<file path="src/rtl/pc_seq_pkg.sv">
// Shared state/select types and program label addresses for the PC sequencer.
// The optional taken-jump counter is enabled with BRANCH_COUNT_EN.
package pc_seq_pkg;

   localparam int unsigned LABEL_W    = 8;
   localparam int unsigned BR_COUNT_W = 16;

   typedef enum logic [1:0] {
      IDLE  = 2'd0,
      FETCH = 2'd1,
      FLUSH = 2'd2,
      HALT  = 2'd3
   } seq_state_e;

   typedef enum logic [1:0] {
      SEL_HOLD   = 2'd0,
      SEL_INC    = 2'd1,
      SEL_TARGET = 2'd2,
      SEL_RESET  = 2'd3
   } pc_sel_e;

   // Program labels of the fetched code image
   localparam logic [LABEL_W-1:0] LBL_MAIN    = 8'h04;
   localparam logic [LABEL_W-1:0] LBL_LOOP    = 8'h10;
   localparam logic [LABEL_W-1:0] LBL_SUMA    = 8'h38;
   localparam logic [LABEL_W-1:0] LBL_SUMAAUX = 8'h50;
   localparam logic [LABEL_W-1:0] LBL_DONE    = 8'h70;
   localparam logic [LABEL_W-1:0] LBL_EXIT    = 8'h80;

endpackage

</file>
<file path="src/rtl/pc_sequencer_if.sv">
// Control/fetch bus between the PC sequencer and its neighbours.
// br_count is present only when BRANCH_COUNT_EN is defined.
interface pc_sequencer_if
   import pc_seq_pkg::*;
#(
   parameter int unsigned PC_W = 8
);

   logic            start;
   logic            stall;
   logic            br_taken;
   logic [PC_W-1:0] br_target;
   logic            imem_ready;
   logic            imem_req;
   logic [PC_W-1:0] imem_addr;
   logic            flush;
   logic            halted;

`ifdef BRANCH_COUNT_EN
   logic [BR_COUNT_W-1:0] br_count;

   modport master (
      output start, stall, br_taken, br_target, imem_ready,
      input  imem_req, imem_addr, flush, halted, br_count
   );

   modport slave (
      input  start, stall, br_taken, br_target, imem_ready,
      output imem_req, imem_addr, flush, halted, br_count
   );
`else
   modport master (
      output start, stall, br_taken, br_target, imem_ready,
      input  imem_req, imem_addr, flush, halted
   );

   modport slave (
      input  start, stall, br_taken, br_target, imem_ready,
      output imem_req, imem_addr, flush, halted
   );
`endif

endinterface

</file>
<file path="src/rtl/pc_next_sel.sv">
// Next-PC mux: hold, sequential increment (wrapping), word-aligned jump target, or restart address.
module pc_next_sel
   import pc_seq_pkg::*;
#(
   parameter int unsigned     PC_W     = 8,
   parameter int unsigned     STEP     = 4,
   parameter logic [PC_W-1:0] RESET_PC = PC_W'(LBL_MAIN)
) (
   input  pc_sel_e         sel,
   input  logic [PC_W-1:0] pc,
   input  logic [PC_W-1:0] br_target,
   output logic [PC_W-1:0] pc_next_c
);

   localparam logic [PC_W-1:0] STEP_INC   = PC_W'(STEP);
   localparam logic [PC_W-1:0] ALIGN_MASK = ~PC_W'(3);

   // Increment wraps naturally at PC_W bits; jump targets drop the byte offset
   always_comb begin
      pc_next_c = pc;
      case (sel)
         SEL_HOLD:   pc_next_c = pc;
         SEL_INC:    pc_next_c = pc + STEP_INC;
         SEL_TARGET: pc_next_c = br_target & ALIGN_MASK;
         SEL_RESET:  pc_next_c = RESET_PC;
         default:    pc_next_c = pc;
      endcase
   end

endmodule

</file>
<file path="src/rtl/pc_sequencer.sv">
// Program-counter sequencer: IDLE/FETCH/FLUSH/HALT control with jump flush and halt on the exit label.
// Define BRANCH_COUNT_EN to add the saturating taken-jump counter br_count.
module pc_sequencer
   import pc_seq_pkg::*;
#(
   parameter int unsigned     PC_W     = 8,
   parameter logic [PC_W-1:0] RESET_PC = PC_W'(LBL_MAIN),
   parameter logic [PC_W-1:0] EXIT_PC  = PC_W'(LBL_EXIT),
   parameter int unsigned     STEP     = 4
) (
   input logic           clk,
   input logic           rst_n,
   pc_sequencer_if.slave bus
);

   seq_state_e      state;
   seq_state_e      state_next;
   logic [PC_W-1:0] pc;
   logic [PC_W-1:0] pc_next_c;
   pc_sel_e         pc_sel;
   logic            imem_req_c;
   logic            flush_c;
   logic            halted_c;

   pc_next_sel #(
      .PC_W     (PC_W),
      .STEP     (STEP),
      .RESET_PC (RESET_PC)
   ) u_pc_next_sel (
      .sel       (pc_sel),
      .pc        (pc),
      .br_target (bus.br_target),
      .pc_next_c (pc_next_c)
   );

   always_ff @(posedge clk or negedge rst_n) begin
      if (!rst_n) begin
         state <= IDLE;
         pc    <= RESET_PC;
      end else begin
         state <= state_next;
         pc    <= pc_next_c;
      end
   end

   // Jumps win over stall and ready; the exit label halts instead of advancing
   always_comb begin
      state_next = state;
      pc_sel     = SEL_HOLD;
      imem_req_c = 1'b0;
      flush_c    = 1'b0;
      halted_c   = 1'b0;
      case (state)
         IDLE: begin
            if (bus.start) begin
               pc_sel     = SEL_RESET;
               state_next = FETCH;
            end
         end
         FETCH: begin
            imem_req_c = !bus.stall;
            if (bus.br_taken) begin
               flush_c    = 1'b1;
               pc_sel     = SEL_TARGET;
               state_next = FLUSH;
            end else if (!bus.stall && bus.imem_ready) begin
               if (pc == EXIT_PC) begin
                  state_next = HALT;
               end else begin
                  pc_sel = SEL_INC;
               end
            end
         end
         FLUSH: begin
            state_next = FETCH;
         end
         HALT: begin
            halted_c = 1'b1;
            if (bus.start) begin
               pc_sel     = SEL_RESET;
               state_next = FETCH;
            end
         end
         default: begin
            state_next = IDLE;
         end
      endcase
   end

   // Outputs decode directly from the state register so reset clears them at once
   assign bus.imem_req  = imem_req_c;
   assign bus.imem_addr = pc;
   assign bus.flush     = flush_c;
   assign bus.halted    = halted_c;

`ifdef BRANCH_COUNT_EN
   logic                  restart_c;
   logic                  br_accept_c;
   logic [BR_COUNT_W-1:0] br_count;

   assign restart_c   = bus.start && ((state == IDLE) || (state == HALT));
   assign br_accept_c = bus.br_taken && (state == FETCH);

   always_ff @(posedge clk or negedge rst_n) begin
      if (!rst_n) begin
         br_count <= '0;
      end else if (restart_c) begin
         br_count <= '0;
      end else if (br_accept_c && (br_count != '1)) begin
         br_count <= br_count + BR_COUNT_W'(1);
      end
   end

   assign bus.br_count = br_count;
`endif

endmodule

</file>
<file path="src/flat_wrapper.sv">
// flat-port wrapper written by rule: the top's interface ports become plain ports
module pc_sequencer_flat import pc_seq_pkg::*;
#(
   parameter int unsigned     PC_W     = 8,
   parameter logic [PC_W-1:0] RESET_PC = PC_W'(LBL_MAIN),
   parameter logic [PC_W-1:0] EXIT_PC  = PC_W'(LBL_EXIT),
   parameter int unsigned     STEP     = 4
)
  (clk, rst_n, bus_start, bus_stall, bus_br_taken, bus_br_target, bus_imem_ready, bus_imem_req, bus_imem_addr, bus_flush, bus_halted);
  pc_sequencer_if #(.PC_W(PC_W)) bus_i ();
  input logic clk;
  input logic rst_n;
  input wire logic [$bits(bus_i.start)-1:0] bus_start;
  input wire logic [$bits(bus_i.stall)-1:0] bus_stall;
  input wire logic [$bits(bus_i.br_taken)-1:0] bus_br_taken;
  input wire logic [$bits(bus_i.br_target)-1:0] bus_br_target;
  input wire logic [$bits(bus_i.imem_ready)-1:0] bus_imem_ready;
  output wire logic [$bits(bus_i.imem_req)-1:0] bus_imem_req;
  output wire logic [$bits(bus_i.imem_addr)-1:0] bus_imem_addr;
  output wire logic [$bits(bus_i.flush)-1:0] bus_flush;
  output wire logic [$bits(bus_i.halted)-1:0] bus_halted;
  assign bus_i.start = bus_start;
  assign bus_i.stall = bus_stall;
  assign bus_i.br_taken = bus_br_taken;
  assign bus_i.br_target = bus_br_target;
  assign bus_i.imem_ready = bus_imem_ready;
  assign bus_imem_req = bus_i.imem_req;
  assign bus_imem_addr = bus_i.imem_addr;
  assign bus_flush = bus_i.flush;
  assign bus_halted = bus_i.halted;
  pc_sequencer #(.PC_W(PC_W), .RESET_PC(RESET_PC), .EXIT_PC(EXIT_PC), .STEP(STEP)) u_core (.clk(clk), .rst_n(rst_n), .bus(bus_i));
endmodule
</file>
<file path="config.mk">
export PLATFORM = sky130hd
export DESIGN_NAME = pc_sequencer_flat
export DESIGN_NICKNAME = d
export VERILOG_FILES = /design/src/rtl/pc_seq_pkg.sv /design/src/rtl/pc_sequencer_if.sv /design/src/rtl/pc_next_sel.sv /design/src/rtl/pc_sequencer.sv /design/src/flat_wrapper.sv
export SDC_FILE = /design/constraint.sdc
export NUM_CORES = 1
export LEC_CHECK = 0
export BUFFER_PORTS_ARGS = -buffer_cell sky130_fd_sc_hd__buf_2
export CAP_MARGIN = 20
export CORE_MARGIN = 3
export CORE_UTILIZATION = 35
export DETAILED_ROUTE_END_ITERATION = 7
export SETUP_SLACK_MARGIN = 0.4
export SKIP_LAST_GASP = 1
export SYNTH_ARGS = -nofsm -noshare
export SYNTH_HDL_FRONTEND = slang
export SYNTH_SLANG_ARGS = --single-unit
</file>
<file path="constraint.sdc">
create_clock -name clk -period 1.7 [get_ports clk]
set_input_delay 0.17 -clock clk [delete_from_list [all_inputs] [get_ports clk]]
set_output_delay 0.17 -clock clk [all_outputs]
set_load 0.02 [all_outputs]
</file>
==> results_dict.tcl, run 1 <==
set metrics [dict create \
    finalCritPeriodShare_pct 91.0 \
    drive_above_1_share_pct 62.4 \
    root_buffer "clkbuf_4" \
    max_freq_mhz 646 \
    placed_area_um2 881 \
    core_area_mm2 0.00176 \
    tritoncts "done" \
    rows 15 \
    hp-class "in -> reg" \
    critPathCaptureType "flip-flop" \
    detailedPlacementHpwl_mm 1.14 \
    powerDensity_mw_per_mm2 1820 \
    finalInstanceArea_mm2 0.00109 \
    reg2reg_slack_ns 0.15 \
    clk_latency_ns 0.27 \
    synthMuxAreaShare_pct 4.51 \
    setup_ws_ns 0.153 \
    synth_ff_type "dfrtp_1" \
    drv_cap 0 \
    hold_violations 0 \
    nNetsFinal 130 \
    worstPathMaxFanout 4 \
    yosysSeqAreaShare_pct 30.3 \
    whs_endpoint "u_core.bus.imem_addr[6]" \
    synthAdderAreaFrac_pct 11.3 \
    path_cells "inv_2, ha_4, nor2b_4, nand3_2, a21oi_4, mux2_4" \
    leakage_nw 0.501 \
    pre_cts_ws_ns 0.0833 \
    wirelength_mm 1.73 \
    grt_util_all_layers_pct 15.1 \
    die_h_um 49.6 \
    die_area_mm2 0.00246 \
    ios 25 \
    synth_top_family_by_area "simple AND/OR/NAND/NOR gates" \
    async_flop_share_pct 100 \
    vias 666 \
    cts_max_path_buffers 2 \
    ys_types 35 \
    avgSynthCellArea_um2 9.51 \
    synth_edf_count 0 \
    syn_to_final_growth_pct 64.5 \
    drc 0 \
    worst_path_max_delay_cell "dfstp_2" \
    synth_compound_area_share_pct 22.0 \
    irDropWorstVdd_v 0.00107 \
    total_power_w 0.00200 \
    critPathRequiredTime_ns 1.85 \
    gp_congestion 0.764 \
    drt_iter0_drc 6 \
    synth_xor_xnor_area_share_pct 1.32 \
    synth_seq_cells 8 \
    tns_ns 0 \
    grt_max_degree 9 \
    cp_data_arrival_time_ns 1.70 \
    cts.htree.levels 1 \
    cts_made_buffers 3 \
    ant_nets 0 \
    wl_per_cell_um 12.9 \
    r2r-start "u_core.bus.imem_addr[2]" \
    antenna_found_initial 0 \
    slew_viol_final 0 \
    skew_ns 0.00284 \
    rr_worst_depth 6 \
    reg2reg_to "u_core.bus.imem_addr[3]" \
    hp-start "bus_br_target[6]" \
    grt_first_pass_wirelength_mm 2.79 \
    initial_core_util_pct 37.7 \
    finalSetupViolCount 0 \
    grt_overflow 0 \
    rsz0062_at_grt "yes" \
    port_buffers 20 \
    period_minus_slack_ns 1.55 \
    run_status "finished, final reports clean" \
    criticalPathCategory "reg -> reg" \
    path_clk_slew_ns 0.06 \
    grt_pass1_vias 631 \
    netlist_instances 70 \
    diodes 0 \
    cts.sinks 8 \
    die_w_um 49.6 \
    firstDrtPassIters 4 \
    synth_area_um2 666 \
    yosys_warnings 0 \
    slowest_delay_ns 0.59 \
    min_path_cells 3 \
    start_kind "flip-flop" \
    yosys.area_share.simple_pct 23.3 \
    viasPerCell 4.97 \
]
==> critical path, delay by kind of cell (launching register included) <==
family,cells,cell delay (ns)
adder cells (fa/ha/maj),1,0.15
flip-flops,1,0.59
AND/OR/NAND/NOR,2,0.23
AO/OA/AOI/OAI,1,0.08
multiplexers,1,0.31
buffers and inverters,1,0.07
==> sequential cells by signal, indices dropped and copies added, names as in the netlist <==
register,flops
u_core.bus.imem_addr,6
u_core.state,2
==> layout by cell type, fill, tap and decap left out, drive strengths merged, types with 2 or more instances in the layout <==
master  instances
o22a            2
mux2            2
nand2           4
a21oi           6
nor3            2
a211oi          3
nor2b           4
nand4           2
ha              6
buf            35
inv             8
nand2b          2
nand3           3
dfrtp           7
clkbuf          4
conb            2
==> timing repair <==
| action | CTS | global route |
|---|---|---|
| buffers inserted | 9 | 5 |
| setup endpoints to repair | 10 | 11 |
| gates cloned | 0 | 0 |
| hold buffers | 1 | 0 |
| resized for setup | 13 | 6 |
| hold endpoints to repair | 8 | 0 |
| pin swaps | 7 | 7 |
==> layer usage <==
layer | up-vias | global-route usage, % | routed length (um)
met5 | - | 0 | 0
met4 | 0 | 4.15 | 46
met3 | 4 | 5.44 | 82
met2 | 17 | 26.0 | 846
met1 | 311 | 17.4 | 756
li1 | 334 | - | -
==> cell families (layout without fill, tap and decap cells) <==
kind of cell	count (synthesis)	after routing
other cells	1	2
fa+ha+maj	6	6
xor+xnor	1	1
mux	2	2
flops	8	8
simple gates	24	24
buf+inv	10	48
compound gates	18	18
==> final cells by class <==
class | count | area, um^2
Multi-Input combinational cell | 53 | 549
Sequential cell | 8 | 205
Inverter | 8 | 30.0
Clock buffer | 4 | 26.3
Fill cell | 161 | 669
Tap cell | 25 | 31.3
Timing Repair Buffer | 36 | 253
==> worst max-delay path by stage <==
stage / startpoint / end / slack [ns] / depth (start not counted)
after floorplan: u_core.bus.imem_addr[2] / u_core.bus.imem_addr[3] / 0.16 / 6
after global placement: u_core.state[0] / u_core.bus.imem_addr[3] / 0.09 / 6
after detailed placement: u_core.state[0] / u_core.bus.imem_addr[3] / 0.08 / 6
after CTS: u_core.state[0] / u_core.bus.imem_addr[3] / 0.16 / 6
after global routing: u_core.state[0] / u_core.bus.imem_addr[2] / 0.06 / 7
final: u_core.bus.imem_addr[2] / u_core.bus.imem_addr[3] / 0.15 / 6
==> power breakdown <==
part | internal [W] | leakage, nW | switching (W)
Clock | 0.0000907 | 0.0150 | 0.0000785
Combinational | 0.000760 | 0.389 | 0.000662
Sequential | 0.000285 | 0.0967 | 0.000120
Total | 0.00114 | 0.501 | 0.000861
==> cell usage after synthesis (2+ instances only) <==
cell / count / area, um^2
o22a_1: 2 / 17.5
nand3_1: 3 / 15.0
nand4_1: 2 / 12.5
nand2b_1: 2 / 12.5
nor2b_1: 4 / 25.0
dfrtp_1: 7 / 175
nand2_1: 3 / 11.3
mux2_4: 2 / 30.0
inv_1: 8 / 30.0
a211oi_1: 3 / 22.5
buf_4: 2 / 15.0
a21oi_1: 4 / 20.0
ha_1: 6 / 75.1
==> stage by stage <==
stage	hold slack, ns	util (%)	std cells
finish	0.141	62.1	134
floorplan	-0.126	-	71
detailed placement	0.0315	49.9	115
global placement	0.0292	49.9	115
global route	0.154	62.1	134
CTS	0.142	58.4	129
No activity file was read; power rests on OpenSTA's default activity.
==> run 2: changes to the inputs <==
Settings changed: CTS_BUF_LIST set to sky130_fd_sc_hd__clkbuf_8.
==> results_dict.tcl, run 2 (synthesized netlist as in run 1, its figures left out) <==
set metrics [dict create \
    ios 25 \
    syn_to_final_growth_pct 71.6 \
    cp_data_arrival_time_ns 1.75 \
    core_area_mm2 0.00176 \
    hold_violations 0 \
    grt_first_pass_wirelength_mm 2.70 \
    period_minus_slack_ns 1.59 \
    hp-class "in -> reg" \
    drv_cap 0 \
    path_cells "inv_2, ha_4, and2_4, nor3_4, a32oi_1, mux2_4" \
    wl_per_cell_um 13.5 \
    rows 15 \
    most-common-layout-cells "buf_2 (18), buf_4 (11), buf_6 (6)" \
    nNetsFinal 131 \
    tritoncts "done" \
    seqPwrFrac_pct 19.2 \
    drt_iter0_drc 9 \
    p_sw_share_pct 42.3 \
    diodes 0 \
    layout_commonest_cell "buf_2" \
    firstDrtPassIters 4 \
    vias 661 \
    criticalPathCategory "reg -> reg" \
    setup_ws_ns 0.108 \
    ant_nets 0 \
    grt_pass1_vias 595 \
    gp_congestion 0.764 \
    die_area_mm2 0.00246 \
    largest_register_ff_count 6 \
    antenna_found_initial 0 \
    skew_ns 0.00109 \
    run_status "finished, final reports clean" \
    critPathRequiredTime_ns 1.86 \
    cts.sinks 8 \
    wirelength_mm 1.82 \
    grt_overflow 0 \
    start_kind "flip-flop" \
    intPower_w 0.00124 \
    tns_ns 0 \
    initial_core_util_pct 37.7 \
    die_h_um 49.6 \
    clock_power_share_pct 11.4 \
    cts_made_buffers 3 \
    critPathCaptureType "flip-flop" \
    max_freq_mhz 628 \
    irDropWorstVdd_v 0.00115 \
    cts.htree.levels 1 \
    reg2reg_slack_ns 0.11 \
    clk_latency_ns 0.23 \
    port_buffers 20 \
    powerDensity_mw_per_mm2 1880 \
    path_buf_inv 1 \
    cts_max_path_buffers 2 \
    drive_above_1_share_pct 62.7 \
    detailedPlacementHpwl_mm 1.14 \
    finalSetupViolCount 0 \
    p_switching_w 0.000908 \
    finalCritPeriodShare_pct 93.6 \
    worst_path_max_delay_cell "dfrtp_2" \
    die_w_um 49.6 \
    path_clk_slew_ns 0.04 \
    grt_util_all_layers_pct 14.9 \
    viasPerCell 4.90 \
    pre_cts_ws_ns 0.0833 \
    leakage_nw 0.514 \
    root_buffer "clkbuf_8" \
    drc 0 \
    slew_viol_final 0 \
    rsz0062_at_grt "yes" \
    worstPathMaxFanout 5 \
    critical-path-top-delay-family "simple AND/OR/NAND/NOR gates" \
    slowest_delay_ns 0.42 \
    grt_max_degree 9 \
    combPwrFrac_pct 69.4 \
    fill_cells 145 \
]
## run 2: stage by stage
| step | hold WS (ns) | cell area (um^2) | std cells | util [%] | total power (W) |
|---|---|---|---|---|---|
| final | 0.181 | 1140 | 135 | 64.8 | 0.00215 |
| after detailed placement | 0.0315 | 881 | 115 | 49.9 | 0.00148 |
| after floorplan | -0.126 | 757 | 71 | - | 0.00127 |
| after global placement | 0.0292 | 881 | 115 | 49.9 | 0.00148 |
| after CTS | 0.175 | 1020 | 127 | 57.9 | 0.00192 |
| after global routing | 0.199 | 1140 | 135 | 64.8 | 0.00230 |
## run 2: worst register-to-register path, cell delays in order (launching register included)
cell and delay [ns]:
dfrtp_2 0.42, inv_2 0.07, ha_4 0.21, and2_4 0.15, nor3_4 0.29, a32oi_1 0.10
mux2_4 0.28
## run 2: what timing repair did
action | CTS | global route
gates cloned | 0 | 0
pin swaps | 8 | 12
endpoints found under the hold margin | 7 | 0
endpoints found under the setup margin | 10 | 11
setup buffers | 7 | 8
resized for setup | 10 | 9
hold buffers | 1 | 0
## run 2: area by class of cell
cell class | instances | area, um^2 | area share, %
timing repair buffer | 37 | 270 | 23.7
multi-input combinational | 53 | 561 | 49.1
clock buffer | 3 | 41.3 | 3.61
inverter | 8 | 30.0 | 2.63
sequential | 8 | 205 | 18.0
clock inverter | 1 | 3.75 | 0.329
tap | 25 | 31.3 | 2.74
## run 2: final timing paths
kind                             startpoint                      end  depth (start not counted)
hold / removal             bus_br_target[6]  u_core.bus.imem_addr[6]                          3
max in group asynchronous             rst_n  u_core.bus.imem_addr[2]                          2
setup / recovery            u_core.state[0]  u_core.bus.imem_addr[2]                          6
setup reg to reg            u_core.state[0]  u_core.bus.imem_addr[2]                          6
hold reg to reg             u_core.state[1]          u_core.state[1]                          1
min in group asynchronous             rst_n  u_core.bus.imem_addr[6]                          2
## run 2: per-layer routing
layer | up-vias | routed length, um | global-route usage, %
li1 | 333 | - | -
met1 | 306 | 806 | 17.9
met2 | 17 | 901 | 23.3
met3 | 5 | 78 | 4.53
met4 | 0 | 38 | 8.29
met5 | - | 0 | 0
## run 2: power groups by stage
| stage | combinational [W] | sequential (W) | clock, W |
|---|---|---|---|
| detailed placement | 0.00106 | 0.000416 | 0 |
| global route | 0.00161 | 0.000428 | 0.000261 |
| CTS | 0.00126 | 0.000412 | 0.000250 |
| finish | 0.00149 | 0.000413 | 0.000245 |
| global placement | 0.00106 | 0.000415 | 0 |
| floorplan | 0.000812 | 0.000457 | 0 |
==> run 3: changes to the inputs <==
Settings changed: CORE_UTILIZATION 35 to 30, PLACE_DENSITY set to 0.59.
Clock period 1.7 ns to 1.51 ns, I/O delays scaled along.
==> results_dict.tcl, run 3 (synthesized netlist as in run 1, its figures left out) <==
set metrics [dict create \
    run_status "complete, but fails checks" \
    violations "negative setup slack" \
    hold_violations 0 \
    path_clk_slew_ns 0.05 \
    cts.sinks 8 \
    nNetsFinal 133 \
    core_area_mm2 0.00202 \
    finalSetupViolCount 5 \
    finalCritPeriodShare_pct 104 \
    slowest_delay_ns 0.44 \
    antenna_found_initial 0 \
    syn_to_final_growth_pct 76.5 \
    clock_power_share_pct 11.0 \
    setup_ws_ns -0.0632 \
    combPwrFrac_pct 72.2 \
    grt_pass1_vias 643 \
    max_freq_mhz 636 \
    cp_data_arrival_time_ns 1.73 \
    clk_latency_ns 0.23 \
    period_minus_slack_ns 1.57 \
    ios 25 \
    wl_per_cell_um 12.9 \
    worstPathMaxFanout 5 \
    tritoncts "done" \
    root_buffer "clkbuf_8" \
    reg2reg_to "u_core.bus.imem_addr[2]" \
    critPathCapture "u_core.bus.imem_addr[2]" \
    viasPerCell 4.81 \
    drc 0 \
    cts_made_buffers 3 \
    initial_core_util_pct 32.9 \
    port_buffers 20 \
    grt_overflow 0 \
    start_kind "flip-flop" \
    stdcell_count 139 \
    seqPwrFrac_pct 16.9 \
    p_sw_share_pct 40.9 \
    slew_viol_final 0 \
    path_cells "ha_4, and2_4, nor3_4, a32oi_1, mux2_4" \
    leakage_nw 0.539 \
    critPathRequiredTime_ns 1.66 \
    tns_ns -0.269 \
    drt_iter0_drc 3 \
    most-common-layout-cells "buf_2 (14), buf_4 (14), buf_6 (9)" \
    cts.htree.levels 1 \
    dp_cells 130 \
    reg2reg_slack_ns -0.06 \
    whs_ns 0.175 \
    irDropWorstVdd_v 0.00115 \
    skew_ns 0.00259 \
    worst_path_max_delay_cell "dfrtp_2" \
    r2r-start "u_core.state[1]" \
    powerDensity_mw_per_mm2 2120 \
    die_h_um 53.1 \
    detailedPlacementHpwl_mm 1.39 \
    drv_cap 0 \
    critPathCaptureType "flip-flop" \
    p_switching_w 0.00102 \
    grt_max_degree 9 \
    vias 669 \
    rows 16 \
    largest_register_ff_count 6 \
    crit_start "u_core.state[1]" \
    hp-class "in -> reg" \
    drive_above_1_share_pct 65.2 \
    rr_worst_depth 5 \
    firstDrtPassIters 2 \
    intPower_w 0.00147 \
    criticalPathCategory "reg -> reg" \
    ant_nets 0 \
    diodes 0 \
    die_area_mm2 0.00282 \
    grt_util_all_layers_pct 13.5 \
    die_w_um 53.1 \
    gp_congestion 0.792 \
    cts_max_path_buffers 2 \
    grt_first_pass_wirelength_mm 2.77 \
    wirelength_mm 1.80 \
    rsz0062_at_grt "yes" \
]
==> run 3: changes by cell type in the layout (fill, tap and decap cells not counted), sizes merged <==
cell / before / now
buf: 36 / 38
==> run 3: layer usage <==
layer	up-vias	wire, um	track usage, %
li1	337	-	-
met3	2	66	2.54
met1	317	862	18.0
met5	-	0	0
met2	13	850	21.9
met4	0	17	3.83
==> run 3: metrics by stage <==
stage | cell area [um^2] | setup WS, ns | utilization [%] | power, W
floorplan | 759 | -0.0308 | - | 0.00143
global placement | 983 | -0.0761 | 48.6 | 0.00190
detailed placement | 983 | -0.0735 | 48.6 | 0.00192
CTS | 1090 | -0.0429 | 53.7 | 0.00233
global route | 1170 | -0.133 | 58.1 | 0.00265
finish | 1170 | -0.0632 | 58.1 | 0.00249
==> run 3: worst max-delay path, delay by kind of cell, from the launching register on <==
kind	cells	cell delay, ns
adder cells (fa/ha/maj)	1	0.26
flip-flops	1	0.44
AND/OR/NAND/NOR	2	0.44
AO/OA/AOI/OAI	1	0.08
multiplexers	1	0.28
==> run 3: worst min-delay path by stage <==
stage	from	endpoint	slack, ns	cells past startpoint
detailed placement	rst_n	u_core.bus.imem_addr[5]	0.01	1
floorplan	rst_n	u_core.bus.imem_addr[3]	-0.14	0
global route	bus_br_target[6]	u_core.bus.imem_addr[6]	0.19	3
global placement	rst_n	u_core.bus.imem_addr[5]	0.009	1
CTS	bus_br_target[6]	u_core.bus.imem_addr[6]	0.18	3
finish	bus_br_target[6]	u_core.bus.imem_addr[6]	0.17	3
==> run 3: power groups by stage <==
stage | clock [W] | combinational (W) | sequential [W]
final | 0.000272 | 0.00179 | 0.000419
after CTS | 0.000274 | 0.00164 | 0.000417
after floorplan | 0 | 0.000917 | 0.000515
after detailed placement | 0 | 0.00150 | 0.000420
after global routing | 0.000283 | 0.00193 | 0.000433
after global placement | 0 | 0.00148 | 0.000418
==> run 3: what timing repair did <==
action                                  4_1_cts  5_1_grt
resized for setup                            14       12
pin swaps                                     6       11
gates cloned                                  0        0
endpoints found under the setup margin       12       14
setup buffers                                 1        3
hold endpoints to repair                      7        0
hold buffers                                  1        0
==> run 3: cell type report <==
type                    instances  area (um^2)
fillers                       179          847
multi-input cells              53          554
repair buffers                 39          307
flip-flops and latches          8          205
clock buffers                   3         41.3
well taps                      27         33.8
inverters                       8         30.0
clock inverters                 1         3.75
